## src/rtl/sync_fifo_pkt.sv

```systemverilog
// rtl/sync_fifo_pkt.sv - single-clock FIFO with FWFT read mode, packet commit/drop and level flags
module sync_fifo_pkt #(
  parameter int DATA_WIDTH = 36,
  parameter int ADDR_WIDTH = 4,
  parameter bit FWFT       = 1'b0,
  parameter bit PKT_MODE   = 1'b0,
  parameter int AF_THRESH  = (1 << ADDR_WIDTH) - 2,
  parameter int AE_THRESH  = 2
) (
  input  logic                  clk,
  input  logic                  rst,
  input  logic                  wr_en,
  input  logic [DATA_WIDTH-1:0] wr_data,
  input  logic                  wr_commit,
  input  logic                  wr_drop,
  input  logic                  rd_en,
  output logic [DATA_WIDTH-1:0] rd_data,
  output logic                  empty,
  output logic                  full,
  output logic                  almost_empty,
  output logic                  almost_full,
  output logic [ADDR_WIDTH:0]   level,
  output logic                  overflow,
  output logic                  underflow
);

  localparam int DEPTH = 1 << ADDR_WIDTH;
  localparam int PW    = ADDR_WIDTH + 1;
  localparam logic [PW-1:0] DEPTH_L = PW'(DEPTH);
  localparam logic [PW-1:0] AF_L    = PW'(AF_THRESH);
  localparam logic [PW-1:0] AE_L    = PW'(AE_THRESH);

  logic [DATA_WIDTH-1:0] mem [DEPTH];

  // Pointers carry one extra wrap bit so differences give occupancy directly.
  logic [PW-1:0] wr_ptr, commit_ptr, rd_ptr;
  logic [PW-1:0] wr_ptr_nxt, commit_ptr_nxt, rd_ptr_nxt;
  logic [PW-1:0] mem_level, avail;
  logic          out_valid, out_valid_nxt;
  logic          bad_frame, bad_frame_nxt;
  logic          wr_acc, rd_acc, reject, bad_eff;
  logic          do_drop, do_commit, fetch, mem_rd;

  always_comb begin
    mem_level    = wr_ptr - rd_ptr;
    avail        = commit_ptr - rd_ptr;
    level        = mem_level + PW'(out_valid);
    full         = (level == DEPTH_L);
    empty        = FWFT ? !out_valid : (avail == '0);
    almost_full  = (level >= AF_L);
    almost_empty = (level <= AE_L);
  end

  always_comb begin
    wr_acc    = wr_en && !full;
    rd_acc    = rd_en && !empty;
    reject    = wr_en && full;
    // A rejected write poisons the open frame; a commit of a poisoned frame becomes a drop.
    bad_eff   = PKT_MODE && (bad_frame || reject);
    do_drop   = PKT_MODE && (wr_drop || (wr_commit && bad_eff));
    do_commit = PKT_MODE ? (wr_commit && !do_drop) : 1'b1;
    fetch     = FWFT && (!out_valid || rd_acc) && (avail != '0);
    mem_rd    = FWFT ? fetch : rd_acc;

    wr_ptr_nxt = wr_acc ? wr_ptr + 1'b1 : wr_ptr;
    if (do_drop) begin
      wr_ptr_nxt = commit_ptr;
    end
    commit_ptr_nxt = do_commit ? wr_ptr_nxt : commit_ptr;
    rd_ptr_nxt     = mem_rd ? rd_ptr + 1'b1 : rd_ptr;
    out_valid_nxt  = FWFT && (fetch || (out_valid && !rd_acc));
    bad_frame_nxt  = bad_eff && !do_drop;
  end

  always_ff @(posedge clk) begin
    if (rst) begin
      wr_ptr     <= '0;
      commit_ptr <= '0;
      rd_ptr     <= '0;
      out_valid  <= 1'b0;
      bad_frame  <= 1'b0;
      rd_data    <= '0;
      overflow   <= 1'b0;
      underflow  <= 1'b0;
    end else begin
      wr_ptr     <= wr_ptr_nxt;
      commit_ptr <= commit_ptr_nxt;
      rd_ptr     <= rd_ptr_nxt;
      out_valid  <= out_valid_nxt;
      bad_frame  <= bad_frame_nxt;
      if (mem_rd) begin
        rd_data <= mem[rd_ptr[ADDR_WIDTH-1:0]];
      end
      overflow   <= reject;
      underflow  <= rd_en && empty;
    end
  end

  always_ff @(posedge clk) begin
    if (!rst && wr_acc) begin
      mem[wr_ptr[ADDR_WIDTH-1:0]] <= wr_data;
    end
  end

endmodule

```

## config.mk

```make
export PLATFORM = sky130hd
export DESIGN_NAME = sync_fifo_pkt
export DESIGN_NICKNAME = d
export VERILOG_FILES = /design/src/rtl/sync_fifo_pkt.sv
export SDC_FILE = /design/constraint.sdc
export NUM_CORES = 1
export LEC_CHECK = 0
export CORE_MARGIN = 8
export CORE_UTILIZATION = 53
export CTS_CLUSTER_DIAMETER = 80
export CTS_CLUSTER_SIZE = 10
export DETAILED_ROUTE_END_ITERATION = 10
export GPL_ROUTABILITY_DRIVEN = 1
export PLACE_DENSITY = 0.82
export SLEW_MARGIN = 20
export SYNTH_ARGS = -nofsm -noshare
export SYNTH_HDL_FRONTEND = slang
export SYNTH_SLANG_ARGS = --single-unit
```

## constraint.sdc

```tcl
create_clock -name clk -period 11.35 [get_ports clk]
set_clock_uncertainty 0.05 [all_clocks]
set_input_delay 1.7025 -clock clk [delete_from_list [all_inputs] [get_ports clk]]
set_output_delay 1.7025 -clock clk [all_outputs]
set_load 0.03 [all_outputs]
```

# After elaboration in Yosys (flattened, before gate mapping)
# Memory sizes are Yosys's and may differ from the RTL's. A register that Yosys moved wholly into a read port is not among the register bits.
# Index checks and enable logic that the tools add are counted.
[classes] reduce_logical=9 n_eq_ne=1 addsub=3 muxes=2 n_lt_le_gt_ge=2
[ops] operator="$add A5 B1 Y5 const B" n=2
[ops] operator="$eq A5 B5 Y1 const B" n=1
[ops] operator="$ge A5 B4 Y1 const B" n=1
[ops] operator="$le A5 B2 Y1 const B" n=1
[ops] operator="$logic_and A1 B1 Y1" n=5
[ops] operator="$logic_not A5 Y1" n=1
[ops] operator="$sub A5 B5 Y5" n=1
[ops] operator="$logic_not A1 Y1" n=3
[ops] operator="$mux W1" n=2
[totals] word_cells=22 output_inout_bits=47 reg_bits=12 mem_bits_rw=576 n_memories=1
[mem_list] name="mem" depth=16 width=36 read_ports=1 rd_ports_with_merged_regs=1 write_ports=1 line_no="33" text="logic [DATA_WIDTH-1:0] mem [DEPTH];"

# Longest topological paths before layout
# Gate-level depths: netlist of run 1.
[depth] ltp_word=7 depth_mapped=12 depth_no_buf=9

# Worst setup path before layout of run 1
# No wires, ideal clock.
[synth_path] path_type="input-to-reg" from="in rst" to="mem mem[9][0] (enable)" setup_slack_ns=4.563 path_buffers=2 path_stages=5 t_arrival_ns=6.205 cell_sequence="clkbuf_1 clkinv_1 clkbuf_1 nand2_1 nor4b_1"
[synth_between] elab_chain_len=4
[synth_rtl] item="start: declaration" line_no="11" text="input logic rst,"
[synth_rtl] item="$logic_not A1 Y1" line_no="100" text="if (!rst && wr_acc) begin"
[synth_rtl] item="$logic_and A1 B1 Y1" line_no="100"
[synth_rtl] item="$mux W1" line_no="100"
[synth_rtl] item="$mux W1 (implied by the code)" line_no="101" text="mem[wr_ptr[ADDR_WIDTH-1:0]] <= wr_data;"
[synth_rtl] item="end: declaration" line_no="33"
# Every way passes these cells.

# Worst setup path after layout of run 1
[layout_path] from="reg rd_ptr[0]" to="out empty"
[layout_between] elab_chain_len=2
[layout_rtl] item="start: declaration" line_no="36" text="logic [PW-1:0] wr_ptr, commit_ptr, rd_ptr;"
[layout_rtl] item="start signal: assignment" line_no="88" text="rd_ptr <= rd_ptr_nxt;"
[layout_rtl] item="$sub A5 B5 Y5" line_no="46" text="avail = commit_ptr - rd_ptr;"
[layout_rtl] item="$logic_not A5 Y1" line_no="49" text="empty = FWFT ? !out_valid : (avail == '0);"
[layout_rtl] item="end: declaration" line_no="18" text="output logic empty,"
# Every way passes these cells.

==> run metrics, run 1 <==
# IOs=89; Final Setup Violations=0; Die ar.=52,800 µm²; via count=13,000; Max-Cap Viols=0; sequential power share=43.0%; GRT Total Usage=21.8%; RSZ-0062 raised after global routing=no; core area=45,300 µm²; critical path required time=9.60 ns; Synthesis Warnings=0; CTS Hold Bufs=0; leading area contributor after synthesis=edfxtp_1; Chip Width=230 µm; Leak Pwr=8.55 nW; CTS tree=done; CP Launch Type=register; Area growth syn-to-layout=15.2%; postcts setup bufs=0; CP Max Fanout=45; Area contributors post-synth=edfxtp_1 (71%), mux4_2 (13%), dfxtp_1 (4.0%); WP data arrival=4.50 ns; #FFs+latches synth=624; clock net sink count=624; post-synth top area share=71.4%; Total Wirelength=58.2 mm; Max IR drop VDD=0.364 mV; maximum clock rate=160 MHz; fin util=61.6%; Tightest Pin Transition=1.13 ns; layout cells sized above 1=21.5%; WL/cell=29.4 µm; vias in the first global route=13,500; Post-Syn Area=24,200 µm²; Post-Syn Area per Cell=19.9 µm²; Crit Path Class=reg2out; Max-Slew Margin vs Limit=24.9%; initial antenna violation count=3; PwrDens=230 nW/µm²; Worst Hold Launch=rd_data[20]$_SDFFE_PP0P_; DR DRC count=0; post-synth net total=1,267; DR pass1 iterations=7; H-tree depth=3; routability cong.=0.743; Starting Density=53.5%; most frequent cell after synthesis=edfxtp_1; async set-reset flop share out of synthesis=0%; largest net degree at the start of global routing=107; CTS Buf Count=72; initial DRC count=1,611; Critical path origin=rd_ptr[0]$_SDFFE_PP0P_; minimum clock period=6.25 ns; # port buffers=86; final hold vios=0; Die Height=230 µm; CTS Buffer Depth=3; post-synthesis cell count=1,215; Yosys cell types=50; root buffer cell=clkbuf_16; post-CTS sizing=0; Setup TNS=0 ns; predominant post-synthesis flop cell=edfxtp_1; Final HPWL DP=28.4 mm; GR Overflow Total=0; first-pass GRT wire length=86.1 mm; clock power share=32.2%; sw power=1.96 mW; final-report max-slew violation count=0; Comb pwr share=24.8%; post-synthesis sequential area ratio=75.4%; R2R Path Start=rd_ptr[0]$_SDFFE_PP0P_; Rows=78; Pint=4.45 mW; layout net count=1,375; R2R Setup Slk=6.58 ns; Post-synth EDFFs=576; Post-synth top cells=edfxtp_1 (576), mux4_2 (143), o22ai_1 (70); clock latency on the worst-skew pair=0.60 ns; clock slew at reported path FFs=0.06 ns; post-route ant nets=0; outcome=finished clean; filler cell count=3,019; Vias/cell=6.57; Final Cycle Share=55.1%; Hold WC Path Type=reg2reg; CP endpoint kind=primary output; Net Sw Frac=30.6%
==> cell families after synthesis <==
group                      after synthesis  synth area share [%]
AOI/OAI and AO/OA                      158                  4.73
muxes                                  156                  13.9
adders and majority gates               10                 0.548
xor gates and xnor gates                 4                 0.207
DFF                                    624                  75.4
buffers and inverters                  130                  2.37
and+or+nand+nor                        133                  2.83
==> critical path: stages, from the launching register on <==
cell	delay, ns
dfxtp_4	0.94
ha_1	0.32
fa_1	0.45
inv_1	0.16
nor4_2	0.09
mux2i_4	0.79
buf_4	0.41
nor2_1	0.08
clkdlybuf4s50_1	0.60
==> path summary, 6_finish.rpt <==
| path | depth (start not counted) | to |
|---|---|---|
| min | 2 | rd_data[20]$_SDFFE_PP0P_ |
| max reg2reg | 8 | mem[10][0]$_DFFE_PP_ |
| max | 8 | empty |
| min reg2reg | 2 | rd_data[20]$_SDFFE_PP0P_ |
==> cells in the final DEF (no fill, tap or decap), drive strengths merged <==
master         count
nand2b             3
mux2i              3
nor4               9
nand2             10
nand4             36
a211oi             2
and3               2
clkdlybuf4s50     84
nor2b              7
a41oi              1
clkinv             5
o2111ai            2
clkbuf           117
nor3               5
o21ai              2
or2                1
nor4b              4
o311ai            34
a21oi              6
or4                1
edfxtp           576
ha                 9
xor2               3
mux2              10
dfxtp             48
o31ai              2
xnor2              1
mux4             143
o211ai            34
a31o               1
buf               36
nand3              1
a2111oi            2
nor2              53
o22ai             70
diode              4
fa                 1
inv               47
nand3b             1
a21boi             2
==> sequential cells by signal, indices dropped and copies added (netlist names) <==
signal	count
commit_ptr	5
mem	576
overflow	1
rd_data	36
rd_ptr	5
underflow	1
==> power by group through the flow <==
stage          combinational, mW  clock (mW)  sequential (mW)
2_1_floorplan              0.985           0             2.85
3_3_place_gp                1.53           0             2.79
3_5_place_dp                1.57           0             2.80
4_1_cts                     1.60        2.08             2.76
5_1_grt                     1.68        2.17             2.77
6_report                    1.59        2.06             2.76
==> final cells by class <==
cell class | instances | area, µm² | share of cell area, %
Timing Repair Buffer | 120 | 1120 | 4.01
Sequential cell | 624 | 18300 | 65.5
Clock buffer | 117 | 1970 | 7.06
Clock inverter | 8 | 92.6 | 0.332
Antenna cell | 4 | 10.0 | 0.0359
Multi-Input combinational cell | 461 | 5530 | 19.8
Tap cell | 600 | 751 | 2.69
Inverter | 44 | 165 | 0.592
==> per-stage QoR <==
stage               worst slack (ns)  cell area, µm²  hold WS (ns)  total power, mW  cells
floorplan                       4.56           24200         0.483             3.84   1215
global placement                5.84           25800         0.401             4.31   1849
detailed placement              5.68           25800         0.413             4.36   1849
CTS                             5.03           27900         0.419             6.44   1974
global route                    4.87           27900         0.459             6.63   1975
finish                          5.10           27900         0.415             6.41   1978
==> routing by layer <==
layer / GRT usage (%) / share of wire, % / vias to the layer above
met3: 5.34 / 10 / 151
met2: 35.7 / 50 / 827
li1: - / - / 5312
met1: 27.7 / 36 / 6713
met5: 0 / 0 / -
met4: 9.17 / 3.5 / 0
Note: power is estimated with default switching activity, not from simulation.
==> run 2: changes to the inputs <==
- clock period: 11.35 -> 6.56 ns (I/O delays scaled with it)
==> run 2 against run 1 <==
  * Non-clock buffer count is 2 lower
  * Critical endpoint is now almost_empty
  * Final cell count is 0.15% higher
  * Design area is 0.11% higher
  * Register-to-register slack worse by 4.5 ns
  * Worst hold slack worse by 0.0011 ns
  * Core utilization is 0.069 points higher
  * Flip-flop and latch count stayed put
  * Clock power is 76% higher
  * Sequential power is 70% higher
  * Largest power group unchanged
  * Combinational power is 81% higher
  * Wire length is 2.1% higher
  * Setup slack worse by 3.5 ns
==> run metrics, run 2 (synthesized netlist as in run 1, its figures left out) <==
Starting Density=53.5% (unchanged); register area=18,300 µm² (unchanged); Rows=78 (unchanged); Die ar.=52,800 µm² (unchanged); H-tree depth=3 (unchanged); largest net degree at the start of global routing=78 (-27%); Leak Pwr=8.54 nW (about the same); postcts setup bufs=0 (unchanged); placed instance area=25,800 µm² (-0.14%); outcome=finished clean; post-CTS sizing=0 (unchanged); CTS Buffer Depth=3 (unchanged); CP cell instances=inv_1 > ha_1 > fa_1 > nand2b_1 > a21oi_2 > xor2_4 > inv_2 > a2111oi_2 > clkdlybuf4s50_1; layout net count=1,373 (-0.15%); Comb pwr share=25.6% (+0.8 points); filler cell count=3,013 (-0.20%); GR Overflow Total=0 (unchanged); sw power=3.43 mW (+75%); WP data arrival=3.89 ns (-0.61 ns); via count=13,100 (+1.0%); maximum clock rate=203 MHz; DR DRC count=0 (unchanged); Final Cycle Share=75.1%; first-pass GRT wire length=88.4 mm (+2.7%); DR pass1 iterations=6 (-1); Net Sw Frac=30.6% (+0.051 points); Max-Slew Margin vs Limit=21.2% (-3.8 points); minimum clock period=4.93 ns; Crit Path Class=reg2out; most frequent cells in the layout=edfxtp_1 (576), mux4_2 (143), clkdlybuf4s50_1 (84); core area=45,300 µm² (unchanged); CP endpoint kind=primary output; initial antenna violation count=2 (-1); Final Setup Violations=0 (unchanged); critical path required time=5.53 ns (-4.07 ns); Max stage delay on crit path=0.73 ns (-0.21 ns); clock net sink count=624 (unchanged); sequential power share=42.0% (-1.0 points); most common cell after layout, fill and taps aside=edfxtp_1; Vias/cell=6.63 (+0.86%); Area growth syn-to-layout=15.4%; clock power share=32.3% (about the same); Pint=7.77 mW (+75%); CP Max Fanout=43 (-4.4%); clock slew at reported path FFs=0.05 ns (about the same); final hold vios=0 (unchanged); Max IR drop VDD=0.585 mV (+61%); Hold WC Path Type=reg2reg; Max-Cap Viols=0 (unchanged); root buffer cell=clkbuf_16; post-route ant nets=0 (unchanged); routability cong.=0.770 (+3.7%); Total Wirelength=59.4 mm (+2.1%); Final HPWL DP=28.3 mm (-0.43%); initial DRC count=1,634 (+1.4%); Die Height=230 µm (unchanged); CTS Hold Bufs=0 (unchanged); CTS tree=done; vias in the first global route=13,700 (+1.8%); WL/cell=30.0 µm (+1.9%); Tightest Pin Transition=1.18 ns (+0.0566 ns); crit-path leading delay family=buffers and inverters; RSZ-0062 raised after global routing=no; CTS Buf Count=72 (unchanged); # IOs=89 (unchanged); final instance area=27,900 µm² (+0.11%); CP Launch Type=register; clock latency on the worst-skew pair=0.60 ns (about the same); GRT Total Usage=22.3% (+0.50 points); # port buffers=86 (unchanged); layout cells sized above 1=21.2% (-0.22 points); Largest register FFs=576 (unchanged); PwrDens=401 nW/µm² (+75%); final-report max-slew violation count=0 (unchanged); area of the multi-input gates=5520 µm² (-0.18%); Design Power=11.2 mW (+75%); CP max stage cell=clkdlybuf4s50_1; worst hold slack=0.414 ns (-0.00111 ns); Buf/Inv on CP=3 (unchanged); Chip Width=230 µm (unchanged)
run 2: final cells by class:
type,instances,share of cell area (%)
antenna,2,0.0179
clock buffer,125,7.24
clock inverter,7,0.327
inverter,44,0.591
multi-input combinational,461,19.7
sequential,624,65.4
tap,600,2.69
timing repair buffer,118,3.99
run 2: through the flow:
stage	util (%)	setup TNS (ns)	setup WS, ns	cells
finish	61.7	0	1.63	1981
global route	61.7	0	1.41	1979
CTS	61.6	0	1.01	1978
detailed placement	56.9	0	1.60	1846
global placement	56.9	0	1.70	1846
floorplan	-	-30.39	-0.191	1215
run 2: tightest hold or removal path, cell delays in order (launching register included):
cell	delay, ns
dfxtp_1	0.31
nand2_1	0.05
mux2i_1	0.05
run 2: worst paths after layout:
kind	depth (start not counted)	slack, ns	startpoint	end
max reg2reg	7	2.04	rd_ptr[0]$_SDFFE_PP0P_	rd_data[21]$_SDFFE_PP0P_
min	2	0.41	rd_data[20]$_SDFFE_PP0P_	rd_data[20]$_SDFFE_PP0P_
min reg2reg	2	0.41	rd_data[20]$_SDFFE_PP0P_	rd_data[20]$_SDFFE_PP0P_
max	9	1.63	commit_ptr[0]$_SDFFE_PP0P_	almost_empty
run 2: per-layer routing:
layer	track usage, %	part of all wire, %	vias to the layer above
met5	0	0	-
met1	28.7	36	6694
met3	4.76	11	166
met4	8.77	3.5	0
li1	-	-	5309
met2	37.1	50	966
run 2: power by group through the flow:
stage	Combinational, mW	Sequential, mW	Clock (mW)
floorplan	1.71	4.93	0
global placement	2.70	4.76	0
detailed placement	2.77	4.77	0
CTS	2.83	4.70	3.67
global route	3.04	4.73	3.81
finish	2.87	4.70	3.62
